--- config.mk ---
export PLATFORM = sky130hd
export DESIGN_NAME = reconfig_pe
export DESIGN_NICKNAME = d
export VERILOG_FILES = /design/src/rtl/reconfig_pe.sv
export SDC_FILE = /design/constraint.sdc
export NUM_CORES = 1
export LEC_CHECK = 0
export ABC_AREA = 0
export BUFFER_PORTS_ARGS = -buffer_cell sky130_fd_sc_hd__clkbuf_2
export CAP_MARGIN = 15
export CORE_MARGIN = 8
export CORE_UTILIZATION = 49
export CTS_CLUSTER_DIAMETER = 120
export DETAILED_ROUTE_END_ITERATION = 7
export GPL_ROUTABILITY_DRIVEN = 0
export PLACE_DENSITY_LB_ADDON = 0.05
export SYNTH_ARGS = -nofsm -noshare
export SYNTH_HDL_FRONTEND = slang
export SYNTH_SLANG_ARGS = --single-unit
--- constraint.sdc ---
create_clock -name clk -period 12.2 [get_ports clk]
set_clock_uncertainty 0.2 [all_clocks]
set_input_delay 3.05 -clock clk [delete_from_list [all_inputs] [get_ports clk]]
set_output_delay 3.05 -clock clk [all_outputs]
set_load 0.03 [all_outputs]
--- src/rtl/reconfig_pe.sv ---
// Reconfigurable systolic PE supporting output-, weight- and input-stationary dataflows.
// Define RECONFIG_PE_SAT_EN to saturate every accumulate/add instead of wrapping.
module reconfig_pe #(
  parameter int DATA_WIDTH  = 8,
  parameter int ACCUM_WIDTH = 32,
  parameter int CNT_WIDTH   = 8
) (
  input  logic                          clk,
  input  logic                          rst,
  input  logic [1:0]                    mode,
  input  logic [CNT_WIDTH-1:0]          k_len,
  input  logic                          start,
  input  logic                          preload,
  input  logic signed [DATA_WIDTH-1:0]  ifmap_in,
  input  logic                          ifmap_vld_in,
  input  logic signed [DATA_WIDTH-1:0]  weight_in,
  input  logic                          weight_vld_in,
  input  logic signed [ACCUM_WIDTH-1:0] psum_in_v,
  input  logic signed [ACCUM_WIDTH-1:0] psum_in_h,
  input  logic                          psum_vld_in,
  output logic signed [DATA_WIDTH-1:0]  ifmap_out,
  output logic                          ifmap_vld_out,
  output logic signed [DATA_WIDTH-1:0]  weight_out,
  output logic                          weight_vld_out,
  output logic signed [ACCUM_WIDTH-1:0] psum_out_v,
  output logic signed [ACCUM_WIDTH-1:0] psum_out_h,
  output logic                          psum_vld_out,
  output logic                          busy,
  output logic                          done
);

  typedef enum logic [1:0] {IDLE, LOAD, COMPUTE, DRAIN} state_t;

  localparam logic [1:0] M_OS = 2'b00;
  localparam logic [1:0] M_WS = 2'b01;
  localparam logic [1:0] M_IS = 2'b10;
  localparam logic [1:0] M_RS = 2'b11;

  state_t                         state;
  logic [1:0]                     mode_r;
  logic [CNT_WIDTH-1:0]           k_r;
  logic [CNT_WIDTH-1:0]           cnt;
  logic [CNT_WIDTH-1:0]           cnt_inc;
  logic signed [ACCUM_WIDTH-1:0]  acc;
  logic signed [DATA_WIDTH-1:0]   stat_reg;

  logic signed [DATA_WIDTH-1:0]   op_a, op_b;
  logic signed [ACCUM_WIDTH-1:0]  base_p0;
  logic signed [2*DATA_WIDTH-1:0] prod_p0;
  logic signed [ACCUM_WIDTH-1:0]  prod_ext_p0;
  logic signed [ACCUM_WIDTH-1:0]  sum_p0;
  logic                           mac_evt;

  function automatic logic signed [ACCUM_WIDTH-1:0] acc_add(
    input logic signed [ACCUM_WIDTH-1:0] a,
    input logic signed [ACCUM_WIDTH-1:0] b
  );
    logic [ACCUM_WIDTH:0] s;
    s = {a[ACCUM_WIDTH-1], a} + {b[ACCUM_WIDTH-1], b};
`ifdef RECONFIG_PE_SAT_EN
    // Sign bits disagree only on overflow; clamp toward the overflow direction.
    if (s[ACCUM_WIDTH] != s[ACCUM_WIDTH-1])
      return s[ACCUM_WIDTH] ? {1'b1, {(ACCUM_WIDTH-1){1'b0}}} : {1'b0, {(ACCUM_WIDTH-1){1'b1}}};
`endif
    return s[ACCUM_WIDTH-1:0];
  endfunction

  // One shared multiplier; operand and addend selection follow the latched dataflow.
  always_comb begin
    op_a    = ifmap_in;
    op_b    = weight_in;
    base_p0 = acc;
    mac_evt = ifmap_vld_in & weight_vld_in;
    case (mode_r)
      M_WS: begin
        op_b    = stat_reg;
        base_p0 = psum_in_h;
        mac_evt = ifmap_vld_in & psum_vld_in;
      end
      M_IS: begin
        op_a    = weight_in;
        op_b    = stat_reg;
        base_p0 = psum_in_h;
        mac_evt = weight_vld_in & psum_vld_in;
      end
      default: ;
    endcase
  end

  assign prod_p0     = (2*DATA_WIDTH)'(op_a) * (2*DATA_WIDTH)'(op_b);
  assign prod_ext_p0 = {{(ACCUM_WIDTH-2*DATA_WIDTH){prod_p0[2*DATA_WIDTH-1]}}, prod_p0};
  assign sum_p0      = acc_add(base_p0, prod_ext_p0);
  assign cnt_inc     = cnt + CNT_WIDTH'(1);
  assign busy        = (state != IDLE);

  always_ff @(posedge clk or posedge rst) begin
    if (rst) begin
      state          <= IDLE;
      mode_r         <= M_OS;
      k_r            <= '0;
      cnt            <= '0;
      acc            <= '0;
      stat_reg       <= '0;
      ifmap_out      <= '0;
      ifmap_vld_out  <= 1'b0;
      weight_out     <= '0;
      weight_vld_out <= 1'b0;
      psum_out_v     <= '0;
      psum_out_h     <= '0;
      psum_vld_out   <= 1'b0;
      done           <= 1'b0;
    end else begin
      ifmap_out      <= ifmap_in;
      ifmap_vld_out  <= ifmap_vld_in;
      weight_out     <= weight_in;
      weight_vld_out <= weight_vld_in;
      psum_vld_out   <= 1'b0;
      done           <= 1'b0;
      case (state)
        IDLE: begin
          if (start && mode != M_RS) begin
            mode_r <= mode;
            k_r    <= k_len;
            cnt    <= '0;
            if (mode == M_OS) begin
              acc        <= '0;
              psum_out_h <= '0;
              // An empty OS tile drains straight away with a zero result.
              if (k_len == '0) begin
                psum_out_v   <= '0;
                psum_vld_out <= 1'b1;
                state        <= DRAIN;
              end else begin
                state <= COMPUTE;
              end
            end else begin
              psum_out_v <= '0;
              state      <= LOAD;
            end
          end else if (mode_r == M_OS && psum_vld_in) begin
            psum_out_v   <= psum_in_v;
            psum_vld_out <= 1'b1;
          end
        end
        LOAD: begin
          if (preload) begin
            stat_reg <= (mode_r == M_WS) ? weight_in : ifmap_in;
            if (k_r == '0) begin
              done  <= 1'b1;
              state <= IDLE;
            end else begin
              state <= COMPUTE;
            end
          end
        end
        COMPUTE: begin
          if (mac_evt) begin
            cnt <= cnt_inc;
            if (mode_r == M_OS) begin
              acc <= sum_p0;
              // The final sum is presented during DRAIN; done follows one cycle later.
              if (cnt_inc == k_r) begin
                psum_out_v   <= sum_p0;
                psum_vld_out <= 1'b1;
                state        <= DRAIN;
              end
            end else begin
              psum_out_h   <= sum_p0;
              psum_vld_out <= 1'b1;
              if (cnt_inc == k_r) begin
                done  <= 1'b1;
                state <= IDLE;
              end
            end
          end
        end
        DRAIN: begin
          done  <= 1'b1;
          state <= IDLE;
        end
        default: state <= IDLE;
      endcase
    end
  end

endmodule

# Word-level counts from Yosys, hierarchy flattened
# Cells that the tools add are included.
# totals
reg_bits,144
elab_cells,100
output_inout_bits,85
# op_classes
n_mul,1
reduce_logical,17
addsub,2
n_mux,47
eq_ne,16
bitwise_logic,3
# ops
operator,n
$mux 32,14
$pmux 32 s2,3
$mux 8,5
$add 32x16->32,1
$logic_not 8->1,2
$mul 8x8->16,1
$mux 2,8
$ne 2x2->1 const B,8
$pmux 8 s2,1
$mux 1,12
$reduce_and 5->1,2
$add 8x1->8 const B,1
$eq 8x8->1,1
$pmux 2 s4,1
$eq 2x2->1 const B,3
$logic_not 2->1,3
$reduce_and 6->1,1
$eq 2x1->1 const B,2
$ne 4x4->1 const B,1
$pmux 1 s2,2
$reduce_and 2->1,2
$reduce_and 4->1,1
$reduce_bool 2->1,2
$and 1x1->1,3
5 further kinds,6

# Longest topological paths before layout
# Gate-level depths: netlist of the first run.
# logic_depth
ltp_word,9
mapped_depth,24
mapped_depth_nobuf,23

# Least setup slack after synthesis of the first run
# OpenSTA, ideal clock, no wires.
# synth_timing
kind,in2reg
startpoint,in weight_in[7]
endpoint,reg psum_out_h[27]
cell_stages,19
arrival_time_ns,8.378
n_path_buf,1
required_time_ns,11.905
slack_ns,3.527
path_cell_list,mux2i_1 > nor2_1 > inv_1 > fa_1 > inv_1 > fa_1 > fa_1 > fa_1 > ha_1 > ha_1 > buf_2 > a21o_1 > a21o_1 > a21oi_2 > nand3b_1 > o211a_1 > o21a_1 > or2_1 > o31ai_1
# synth_between
elab_chain_cells,6
elab_cells_between_ends,7
cone_classes,1 x add/sub; 1 x mul; 5 x mux
# synth_rtl
item,line_no,source
"start, declared",16,"input logic signed [DATA_WIDTH-1:0] weight_in,"
$mux 8,74,case (mode_r)
$mul 8x8->16 (*),90,assign prod_p0 = (2*DATA_WIDTH)'(op_a) * (2*DATA_WIDTH)'(op_b);
$add 32x16->32 (*),59,"s = {a[ACCUM_WIDTH-1], a} + {b[ACCUM_WIDTH-1], b};"
$mux 32 (*),159,if (mode_r == M_OS) begin
$mux 32 (*),157,if (mac_evt) begin
$pmux 32 s2 (*),119,case (state)
"end signal, assigned",168,psum_out_h <= sum_p0;
"end, declared",26,"output logic signed [ACCUM_WIDTH-1:0] psum_out_h,"
# Every way passes the cells marked *; elsewhere a longest branch is shown, timed or not. The select of a mux whose other input is x is not followed.
# A chain may end at the register's enable or synchronous reset.

# Worst setup path in the final report of the first run
# layout_timing
startpoint,in weight_in[2]
endpoint,reg acc[25]
# layout_between
elab_chain_cells,6
elab_cells_between_ends,7
cone_classes,1 x add/sub; 1 x mul; 5 x mux
# layout_rtl
item,line_no,source
$mux 8,74,
$mul 8x8->16 (*),90,
$add 32x16->32 (*),59,
$mux 32 (*),159,
$mux 32 (*),157,
$pmux 32 s2 (*),119,
"end signal, assigned",160,acc <= sum_p0;
"end, declared",44,logic signed [ACCUM_WIDTH-1:0] acc;
# Marked as above.

==> results of run 1 <==
==> tightest hold or removal path, stage by stage, from the launching register on <==
cell,delay (ns)
dfrtp_1,0.34
nand2_1,0.05
o21ai_0,0.06
==> synth_stat cells (24+ instances only) <==
master,n
xnor2_1,24
inv_1,114
mux2i_1,57
mux2_2,26
clkbuf_1,29
nor2_1,88
ha_1,74
dfrtp_1,144
nand3_1,25
nand2_1,167
a21oi_1,30
o21ai_0,82
fa_1,136
==> cell type report <==
class                      count  area share (%)
timing repair buffer         190            7.21
multi-input combinational    875            56.2
clock buffer                  19            3.31
sequential                   144            26.4
tap                          324            2.97
inverter                     114            3.17
clock inverter                13           0.833
==> metal layers <==
layer  GRT usage, %  vias to the layer above  routed length, um
li1               -                     4263                  -
met1           27.4                     4330              13000
met2           39.7                      190              16200
met3           3.17                       34               1160
met4           6.71                        0                720
met5              0                        -                  0
==> per-stage QoR <==
stage / area (sq um) / util, % / std cells / setup slack [ns]
after global placement: 13100 / 54.3 / 1646 / 2.82
after global routing: 13700 / 56.7 / 1679 / 2.62
after CTS: 13700 / 56.6 / 1678 / 3.11
after detailed placement: 13100 / 54.3 / 1646 / 2.72
final: 13700 / 56.7 / 1679 / 3.09
after floorplan: 11900 / - / 1181 / 3.53
==> layout by cell type, fill, tap and decap left out, types with 4 or more instances in the layout <==
cell type  count
mux2i_1       57
clkbuf_2     181
o21a_1         6
nor3_1         5
clkbuf_16     17
o31ai_1        6
nand3_1       25
a21o_1        12
or2_2          8
nor2_1        88
fa_1         136
o21ai_0       82
nand2_1      166
o21ai_1        6
o211ai_1       7
xor2_1        16
mux2_2        26
inv_1        113
and2_1         4
a21oi_1       29
dfrtp_1      144
buf_4          8
a31oi_2       11
and4_1         4
a31oi_1       22
nor4_1         4
nand3b_1       4
xnor2_1       24
a211oi_1       6
inv_6          7
ha_1          73
==> worst paths after layout <==
kind | end | startpoint | depth (start not counted)
worst max-delay path | acc[25] | weight_in[2] | 18
worst min-delay path | psum_out_h[12] | psum_out_h[12] | 2
worst max register to register | acc[25] | mode_r[1] | 20
worst min register to register | psum_out_h[12] | psum_out_h[12] | 2
max in group asynchronous | ifmap_out[2] | rst | 3
min in group asynchronous | psum_out_v[24] | rst | 2
==> kinds of logic (layout without fill, tap and decap cells) <==
logic type | after synthesis | in the layout | share of synthesized area (%)
xor+xnor | 41 | 41 | 3.14
fa+ha+maj | 210 | 210 | 30.6
simple gates | 328 | 328 | 11.8
flops | 144 | 144 | 30.2
mux | 83 | 83 | 7.23
compound gates | 213 | 213 | 11.5
buf+inv | 162 | 336 | 5.57
==> impl_metrics.py, run 1 <==
metrics = {
    "final_layout": {
        "multi_input_area_sq_um": 7680,
        "num-fill-cells": 2257,
        "drive_gt1_share_pct": 20.5,
        "n_antenna_cell": 0,
        "area_growth_pct": 14.6,
        "final_nets": 1649,
        "seq_area_sq_um": 3600,
        "top_regs": "acc x32, psum_out_h x32, psum_out_v x32",
    },
    "sta": {
        "fin_setup_tns_ns": 0,
        "setup_viol": 0,
        "fmax_ghz": 0.110,
        "timing.hold.ws_ns": 0.279,
        "timing.final.crit_period_ns": 9.11,
        "rsz0062_at_grt": "false",
        "hold_viol_final": 0,
        "maxSlewViolCount": 0,
        "slew_headroom_pct": 45.6,
        "period_share_pct": 74.7,
        "worstMarginPinSlew_ns": 0.794,
    },
    "global_routing": {
        "antenna_found_initial": 0,
        "overflow": 0,
        "track_usage_pct": 22.2,
        "grt_pass1_wl_mm": 50.6,
        "grt_pass1_vias": 9253,
        "grt_max_degree": 89,
    },
    "floorplan": {
        "coreArea_sq_um": 24100,
        "die_area_sq_um": 29600,
        "die_y_um": 172,
        "ios": 182,
        "rows": 57,
        "die_w_um": 172,
        "initial_core_util_pct": 49.5,
    },
    "setup_path": {
        "slowest_delay_ns": 0.60,
        "path_max_fanout": 13,
        "cp_data_arrival_time_ns": 9.24,
        "crit_chain": "clkbuf_2 > mux2i_1 > or2_2 > fa_1 > fa_1 > inv_1 > fa_1 > fa_1 > ha_1 > ha_1 > a21oi_1 > o21ai_0 > o2111ai_1 > nand3_1 > a21boi_0 > xor2_1 > nor2_1 > mux2_2",
        "critical_path.startpoint_type": "input pin",
        "crit_type": "input pin to flip-flop",
        "critPathBufInv": 2,
        "worst-r2r-setup-slack_ns": 4.30,
        "critPathCaptureType": "flip-flop",
        "critical-path-top-delay-family": "adder cells",
        "crit_slowest_cell": "inv_1",
        "cp.required_ns": 12.32,
        "cpMostUsedCell": "fa_1",
    },
    "clock_network": {
        "ctsHoldBuffers": 0,
        "cts_sinks": 144,
        "root_buffer": "clkbuf_16",
        "htreeDepth": 4,
        "numCtsBuffers": 17,
        "cts_buffer_depth": 2,
        "cts_tree": "built",
        "cts_resized": 0,
        "insertion_delay_ns": 0.44,
        "cts_setup_buffers": 0,
        "clk_pin_slew_ns": 0.07,
    },
    "synthesis": {
        "synth_area_per_cell_sq_um": 10.1,
        "ys_async_sr_fraction_pct": 100,
        "yosys.cell_types.count": 59,
        "synth-seq-area-share_pct": 30.2,
        "syn_nets": 1488,
        "synth_edf_count": 0,
        "ys_ff_latch": 144,
        "yosysTopAreaCell": "dfrtp_1",
        "synthesis.area_sq_um": 11900,
        "synthCells": 1181,
        "synth_ff_type": "dfrtp_1",
        "synth_area_leaders": "dfrtp_1 30%, fa_1 23%, ha_1 7.8%, nand2_1 5.3%, mux2i_1 4.8%",
        "synth.top_cell.area_share_pct": 30.2,
        "yosys_warnings": 0,
    },
    "hold_path": {
        "min_path_type": "flip-flop to flip-flop",
    },
    "place": {
        "hpwl_mm": 24.6,
        "io_buffer_count": 181,
    },
    "detailed_routing": {
        "antenna_left": 0,
        "drc_errors": 0,
        "wl_per_cell_um": 18.5,
        "vias": 8817,
        "wl_mm": 31.1,
        "viasPerCell": 5.25,
        "first_iter_violations": 512,
        "first_pass_iters": 7,
    },
    "job": {
        "max_cap_violations": 0,
    },
    "status": {
        "outcome": "complete, no violations",
    },
}
Power of run 1 is not shown: default switching activity piles up to over one toggle a cycle in this logic, so the estimate is an artifact.
==> inputs of run 2 (changes only) <==
--- a/config.mk
+++ b/config.mk
@@ -5,7 +5,7 @@
 export SDC_FILE = /design/constraint.sdc
 export NUM_CORES = 1
 export LEC_CHECK = 0
-export ABC_AREA = 0
+export ABC_AREA = 1
 export BUFFER_PORTS_ARGS = -buffer_cell sky130_fd_sc_hd__clkbuf_2
 export CAP_MARGIN = 15
 export CORE_MARGIN = 8
==> constraint.sdc (replaced) <==
create_clock -name clk -period 8.8 [get_ports clk]
set_clock_uncertainty 0.2 [all_clocks]
set_input_delay 2.2 -clock clk [delete_from_list [all_inputs] [get_ports clk]]
set_output_delay 2.2 -clock clk [all_outputs]
set_load 0.03 [all_outputs]
==> run 2 against run 1 <==
Compared with the run above: first-iteration DRC count rose by 85%; core utilization up 0.056 points; die area rose by 5.7%; flip-flop and latch count unchanged; routed wire length up 14%; register-to-register slack worse by 2.5 ns; synthesized area grew 6.2%; count of clock-buffer cells in the layout decreased by 2.
==> impl_metrics.py, run 2 <==
metrics = {
    "status": {
        "outcome": "complete, no violations",
    },
    "global_routing": {
        "grt_pass1_vias": 10900,
        "track_usage_pct": 23.5,
        "overflow": 0,
        "grt_max_degree": 85,
        "antenna_found_initial": 0,
        "grt_pass1_wl_mm": 58.2,
    },
    "hold_path": {
        "hold_start": "acc[0]",
        "hold_depth": 2,
        "min_to": "acc[0]",
        "min_path_type": "flip-flop to flip-flop",
    },
    "final_layout": {
        "n_antenna_cell": 0,
        "most-common-layout-cells": "489 x nand2_1, 250 x inv_1, 181 x clkbuf_2",
        "mostFrequentLayoutCell": "nand2_1",
        "top_regs": "acc x32, psum_out_h x32, psum_out_v x32",
        "final_nets": 2070,
        "area_growth_pct": 15.4,
        "drive_gt1_share_pct": 14.7,
    },
    "synthesis": {
        "yosysMostFrequentCell": "nand2_1",
        "yosysTopAreaCell": "dfrtp_1",
        "yosys_warnings": 0,
        "ys_async_sr_fraction_pct": 100,
        "synth_ff_type": "dfrtp_1",
        "synth-seq-area-share_pct": 28.4,
        "ys_ff_latch": 144,
        "synth_edf_count": 0,
        "synth_area_per_cell_sq_um": 8.04,
        "synth_area_leaders": "dfrtp_1 28%, fa_1 21%, nand2_1 14%, inv_1 7.4%, ha_1 7.3%",
        "synthCells": 1577,
        "ys_top_cells_by_count": "489 x nand2_1, 251 x inv_1, 144 x dfrtp_1",
        "synthesis.area_sq_um": 12700,
        "synth.top_cell.area_share_pct": 28.4,
        "yosys.cell_types.count": 44,
        "syn_nets": 1884,
    },
    "detailed_routing": {
        "antenna_left": 0,
        "wl_per_cell_um": 16.8,
        "wl_mm": 35.5,
        "drc_errors": 0,
        "first_pass_iters": 5,
        "first_iter_violations": 947,
        "viasPerCell": 5.09,
        "vias": 10700,
    },
    "floorplan": {
        "die_area_sq_um": 31300,
        "rows": 59,
        "initial_core_util_pct": 49.2,
        "die_w_um": 177,
        "die_y_um": 177,
        "ios": 182,
        "coreArea_sq_um": 25800,
    },
    "clock_network": {
        "cts_setup_buffers": 0,
        "clk_pin_slew_ns": 0.08,
        "root_buffer": "clkbuf_16",
        "cts_tree": "built",
        "cts_sinks": 144,
        "insertion_delay_ns": 0.44,
        "cts_resized": 0,
        "ctsHoldBuffers": 0,
        "numCtsBuffers": 17,
        "cts_buffer_depth": 2,
        "htreeDepth": 4,
    },
    "setup_path": {
        "rr_worst_depth": 24,
        "cp.required_ns": 8.94,
        "cp_data_arrival_time_ns": 7.92,
        "crit_chain": "clkbuf_2 > inv_1 > o21ai_0 > buf_4 > inv_1 > nor2_1 > inv_1 > buf_4 > fa_1 > inv_1 > fa_1 > fa_1 > fa_1 > ha_1 > ha_1 > a21oi_1 > nand2_1 > a21oi_1 > nand2_1 > o21ai_0 > nand2_1 > nand2_1 > nand2_1",
        "worstReg2RegEnd": "psum_out_v[19]",
        "cpMostUsedCell": "nand2_1",
        "slowest_delay_ns": 0.59,
        "crit_slowest_cell": "o21ai_0",
        "crit_type": "input pin to flip-flop",
        "critPathCaptureType": "flip-flop",
        "worst-r2r-setup-slack_ns": 1.84,
        "path_max_fanout": 12,
        "critical_path.startpoint_type": "input pin",
        "reg2reg_from": "mode_r[0]",
    },
    "sta": {
        "slew_headroom_pct": 33.4,
        "timing.final.crit_period_ns": 7.78,
        "timing.hold.ws_ns": 0.285,
        "maxSlewViolCount": 0,
        "period_share_pct": 88.4,
        "setup_viol": 0,
        "fmax_ghz": 0.129,
        "worstMarginPinSlew_ns": 0.995,
        "hold_viol_final": 0,
        "rsz0062_at_grt": "false",
        "fin_setup_tns_ns": 0,
    },
    "job": {
        "max_cap_violations": 0,
    },
    "place": {
        "hpwl_mm": 28.5,
        "io_buffer_count": 181,
    },
}
run 2: cell types whose count changed in the layout (fill, tap and decap cells not counted), sizes merged, moves of 16 or more:
cell,before,now
a31oi,33,0
inv,122,263
nand3,25,84
mux2,26,2
o21ai,88,114
buf,9,26
nand2,167,492
xnor2,24,3
mux2i,57,29
nand4,2,18
run 2: kinds of logic (layout without fill, tap and decap cells):
group                    after synthesis  in the layout  synth area share (%)
AO/OA/AOI/OAI                        181            181                  7.84
XOR/XNOR                               7              7                 0.592
adder cells (fa/ha/maj)              210            210                  28.8
buffers and inverters                293            492                  9.14
flip-flops                           144            144                  28.4
multiplexers                          31             31                  2.47
AND/OR/NAND/NOR                      711            711                  22.8
run 2: final cells by class:
class	instances	area [sq um]
clock inverter	15	203
clock buffer	17	425
multi-input combinational	1140	7920
timing repair buffer	207	1100
inverter	253	955
sequential	144	3600
fill	2431	11100
tap	335	419
run 2: metrics by stage:
step	setup slack (ns)	instance area [sq um]	instances	utilization, %
after global placement	0.607	14000	2079	54.3
after detailed placement	0.573	14000	2079	54.3
after CTS	1.01	14600	2111	56.8
final	1.02	14600	2111	56.8
after floorplan	1.23	12700	1577	-
after global routing	0.672	14600	2111	56.8
run 2: critical path, delay by kind of cell:
family                     cells  cell delay (ns)
buffers and inverters          7             1.13
adders and majority gates      6             2.64
and+or+nand+nor                6             0.74
AOI/OAI and AO/OA              4             1.21
run 2: worst max path at each step:
stage	endpoint	startpoint	slack [ns]
floorplan	psum_out_v[23]	ifmap_in[7]	1.23
global placement	psum_out_v[19]	ifmap_in[7]	0.61
detailed placement	psum_out_v[19]	ifmap_in[7]	0.57
CTS	psum_out_v[19]	ifmap_in[7]	1.01
global route	acc[19]	ifmap_in[7]	0.67
finish	psum_out_v[19]	ifmap_in[7]	1.02
run 2: per-layer routing:
layer	GRT usage, %	routed length [um]	up-vias
met5	0	0	-
met4	4.17	327	0
met3	5.06	2620	24
met2	34.4	15200	331
met1	35.6	17400	5098
li1	-	-	5282
Power of run 2 is left out for the same reason.
==> inputs of run 3 (changes only) <==
--- a/config.mk
+++ b/config.mk
@@ -13,7 +13,8 @@
 export CTS_CLUSTER_DIAMETER = 120
 export DETAILED_ROUTE_END_ITERATION = 7
 export GPL_ROUTABILITY_DRIVEN = 0
-export PLACE_DENSITY_LB_ADDON = 0.05
+export PLACE_DENSITY = 0.7
 export SYNTH_ARGS = -nofsm -noshare
 export SYNTH_HDL_FRONTEND = slang
 export SYNTH_SLANG_ARGS = --single-unit
+export TNS_END_PERCENT = 5
==> run 3 against run 2 <==
Compared with the run above: first-iteration DRC count down 13%; sequential share of layout area up 0.20 points; count of clock-buffer cells in the layout unchanged; design area down 0.79%; worst setup slack better by 0.11 ns; flip-flop and latch count unchanged; critical path type unchanged; largest cell class unchanged.
==> impl_metrics.py, run 3 (synthesis gave the netlist of run 2 again) <==
metrics = {
    "sta": {
        "hold_viol_final": 0,
        "worstMarginPinSlew_ns": 1.07,
        "period_share_pct": 87.2,
        "rsz0062_at_grt": "false",
        "maxSlewViolCount": 0,
        "fmax_ghz": 0.130,
        "setup_viol": 0,
        "fin_setup_tns_ns": 0,
        "timing.hold.ws_ns": 0.287,
        "timing.final.crit_period_ns": 7.67,
        "slew_headroom_pct": 28.3,
    },
    "final_layout": {
        "area_growth_pct": 14.4,
        "final_nets": 2059,
        "drive_gt1_share_pct": 14.2,
        "num-fill-cells": 2321,
        "n_antenna_cell": 0,
        "most-common-layout-cells": "489 x nand2_1, 250 x inv_1, 181 x clkbuf_2",
        "top_regs": "acc x32, psum_out_h x32, psum_out_v x32",
        "multi_input_area_sq_um": 7920,
        "seq_area_sq_um": 3600,
        "mostFrequentLayoutCell": "nand2_1",
        "post-route-util_pct": 56.3,
        "finalInstanceArea_sq_um": 14500,
    },
    "detailed_routing": {
        "first_iter_violations": 822,
        "antenna_left": 0,
        "viasPerCell": 5.23,
        "vias": 11000,
        "drc_errors": 0,
        "first_pass_iters": 5,
        "wl_mm": 35.4,
        "wl_per_cell_um": 16.9,
    },
    "clock_network": {
        "cts_tree": "built",
        "cts_resized": 0,
        "cts_setup_buffers": 0,
        "cts_buffer_depth": 2,
        "numCtsBuffers": 17,
        "insertion_delay_ns": 0.44,
        "root_buffer": "clkbuf_16",
        "ctsHoldBuffers": 0,
        "clk_pin_slew_ns": 0.07,
        "cts_sinks": 144,
        "htreeDepth": 4,
    },
    "global_routing": {
        "track_usage_pct": 23.5,
        "grt_use_met3_pct": 6.00,
        "grt_max_degree": 88,
        "antenna_found_initial": 0,
        "grt_use_met1_pct": 32.3,
        "gr-usage-met2_pct": 36.2,
        "overflow": 0,
        "busiest_layer": "met2",
        "grt_pass1_vias": 11100,
        "grt_pass1_wl_mm": 58.1,
    },
    "setup_path": {
        "cp.required_ns": 8.98,
        "critPathCaptureType": "flip-flop",
        "critical_path.startpoint_type": "input pin",
        "rr_worst_depth": 28,
        "cp-startpoint": "ifmap_in[7]",
        "reg2reg_from": "mode_r[0]",
        "path_max_fanout": 17,
        "crit_type": "input pin to flip-flop",
        "cp_data_arrival_time_ns": 7.85,
    },
    "floorplan": {
        "initial_core_util_pct": 49.2,
        "die_area_sq_um": 31300,
        "coreArea_sq_um": 25800,
        "ios": 182,
        "die_y_um": 177,
        "die_w_um": 177,
        "rows": 59,
    },
    "hold_path": {
        "hold_depth": 2,
        "min_path_type": "flip-flop to flip-flop",
        "hold_start": "acc[1]",
    },
    "place": {
        "dpl_cell_area_sq_um": 13900,
        "hpwl_mm": 27.9,
        "io_buffer_count": 181,
    },
    "job": {
        "max_cap_violations": 0,
    },
    "status": {
        "outcome": "complete, no violations",
    },
}
[run 3: cell types whose count changed in the layout (fill, tap and decap cells not counted), sizes merged]
cell	delta
clkinv	+3
inv	-2
buf	-11
bufinv	-1
[run 3: path summary, 6_finish.rpt]
| check | end | slack, ns |
|---|---|---|
| hold reg to reg | acc[1] | 0.29 |
| setup / recovery | psum_out_v[23] | 1.13 |
| setup reg to reg | psum_out_v[23] | 1.92 |
| max in group asynchronous | stat_reg[2] | 5.39 |
| min in group asynchronous | psum_out_v[0] | 1.71 |
| hold / removal | acc[1] | 0.29 |
[run 3: cell type report]
class	count	share of cell area, %
Clock inverter	15	1.17
Sequential cell	144	24.8
Clock buffer	17	2.93
Timing Repair Buffer	196	7.02
Tap cell	335	2.89
Inverter	253	6.58
Multi-Input combinational cell	1140	54.6
[run 3: worst max-delay path, cell delays in order]
cell      delay [ns]
clkbuf_2        0.10
inv_1           0.04
o21ai_0         0.15
buf_4           0.17
inv_1           0.07
nor2_1          0.23
inv_1           0.26
buf_4           0.32
fa_1            0.54
inv_1           0.06
fa_1            0.48
fa_1            0.57
fa_1            0.45
ha_1            0.29
ha_1            0.38
nand2_1         0.12
nor2_1          0.20
inv_1           0.09
nor3_1          0.24
nand2_1         0.08
nand2_1         0.11
nand2_1         0.09
nand3_1         0.08
nand3_1         0.25
nand2_1         0.13
nand2_1         0.06
nand2_1         0.09
[run 3: layer usage]
layer / vias to the layer above / wire (um)
li1: 5275 / -
met1: 5222 / 15600
met2: 447 / 16100
met3: 49 / 2980
met5: - / 0
met4: 0 / 740
[run 3: per-stage QoR]
step	worst slack, ns	cells
finish	1.13	2100
global route	0.741	2100
CTS	1.14	2100
detailed placement	0.696	2068
global placement	0.716	2068
floorplan	1.23	1577
Power of run 3 is left out for the same reason.
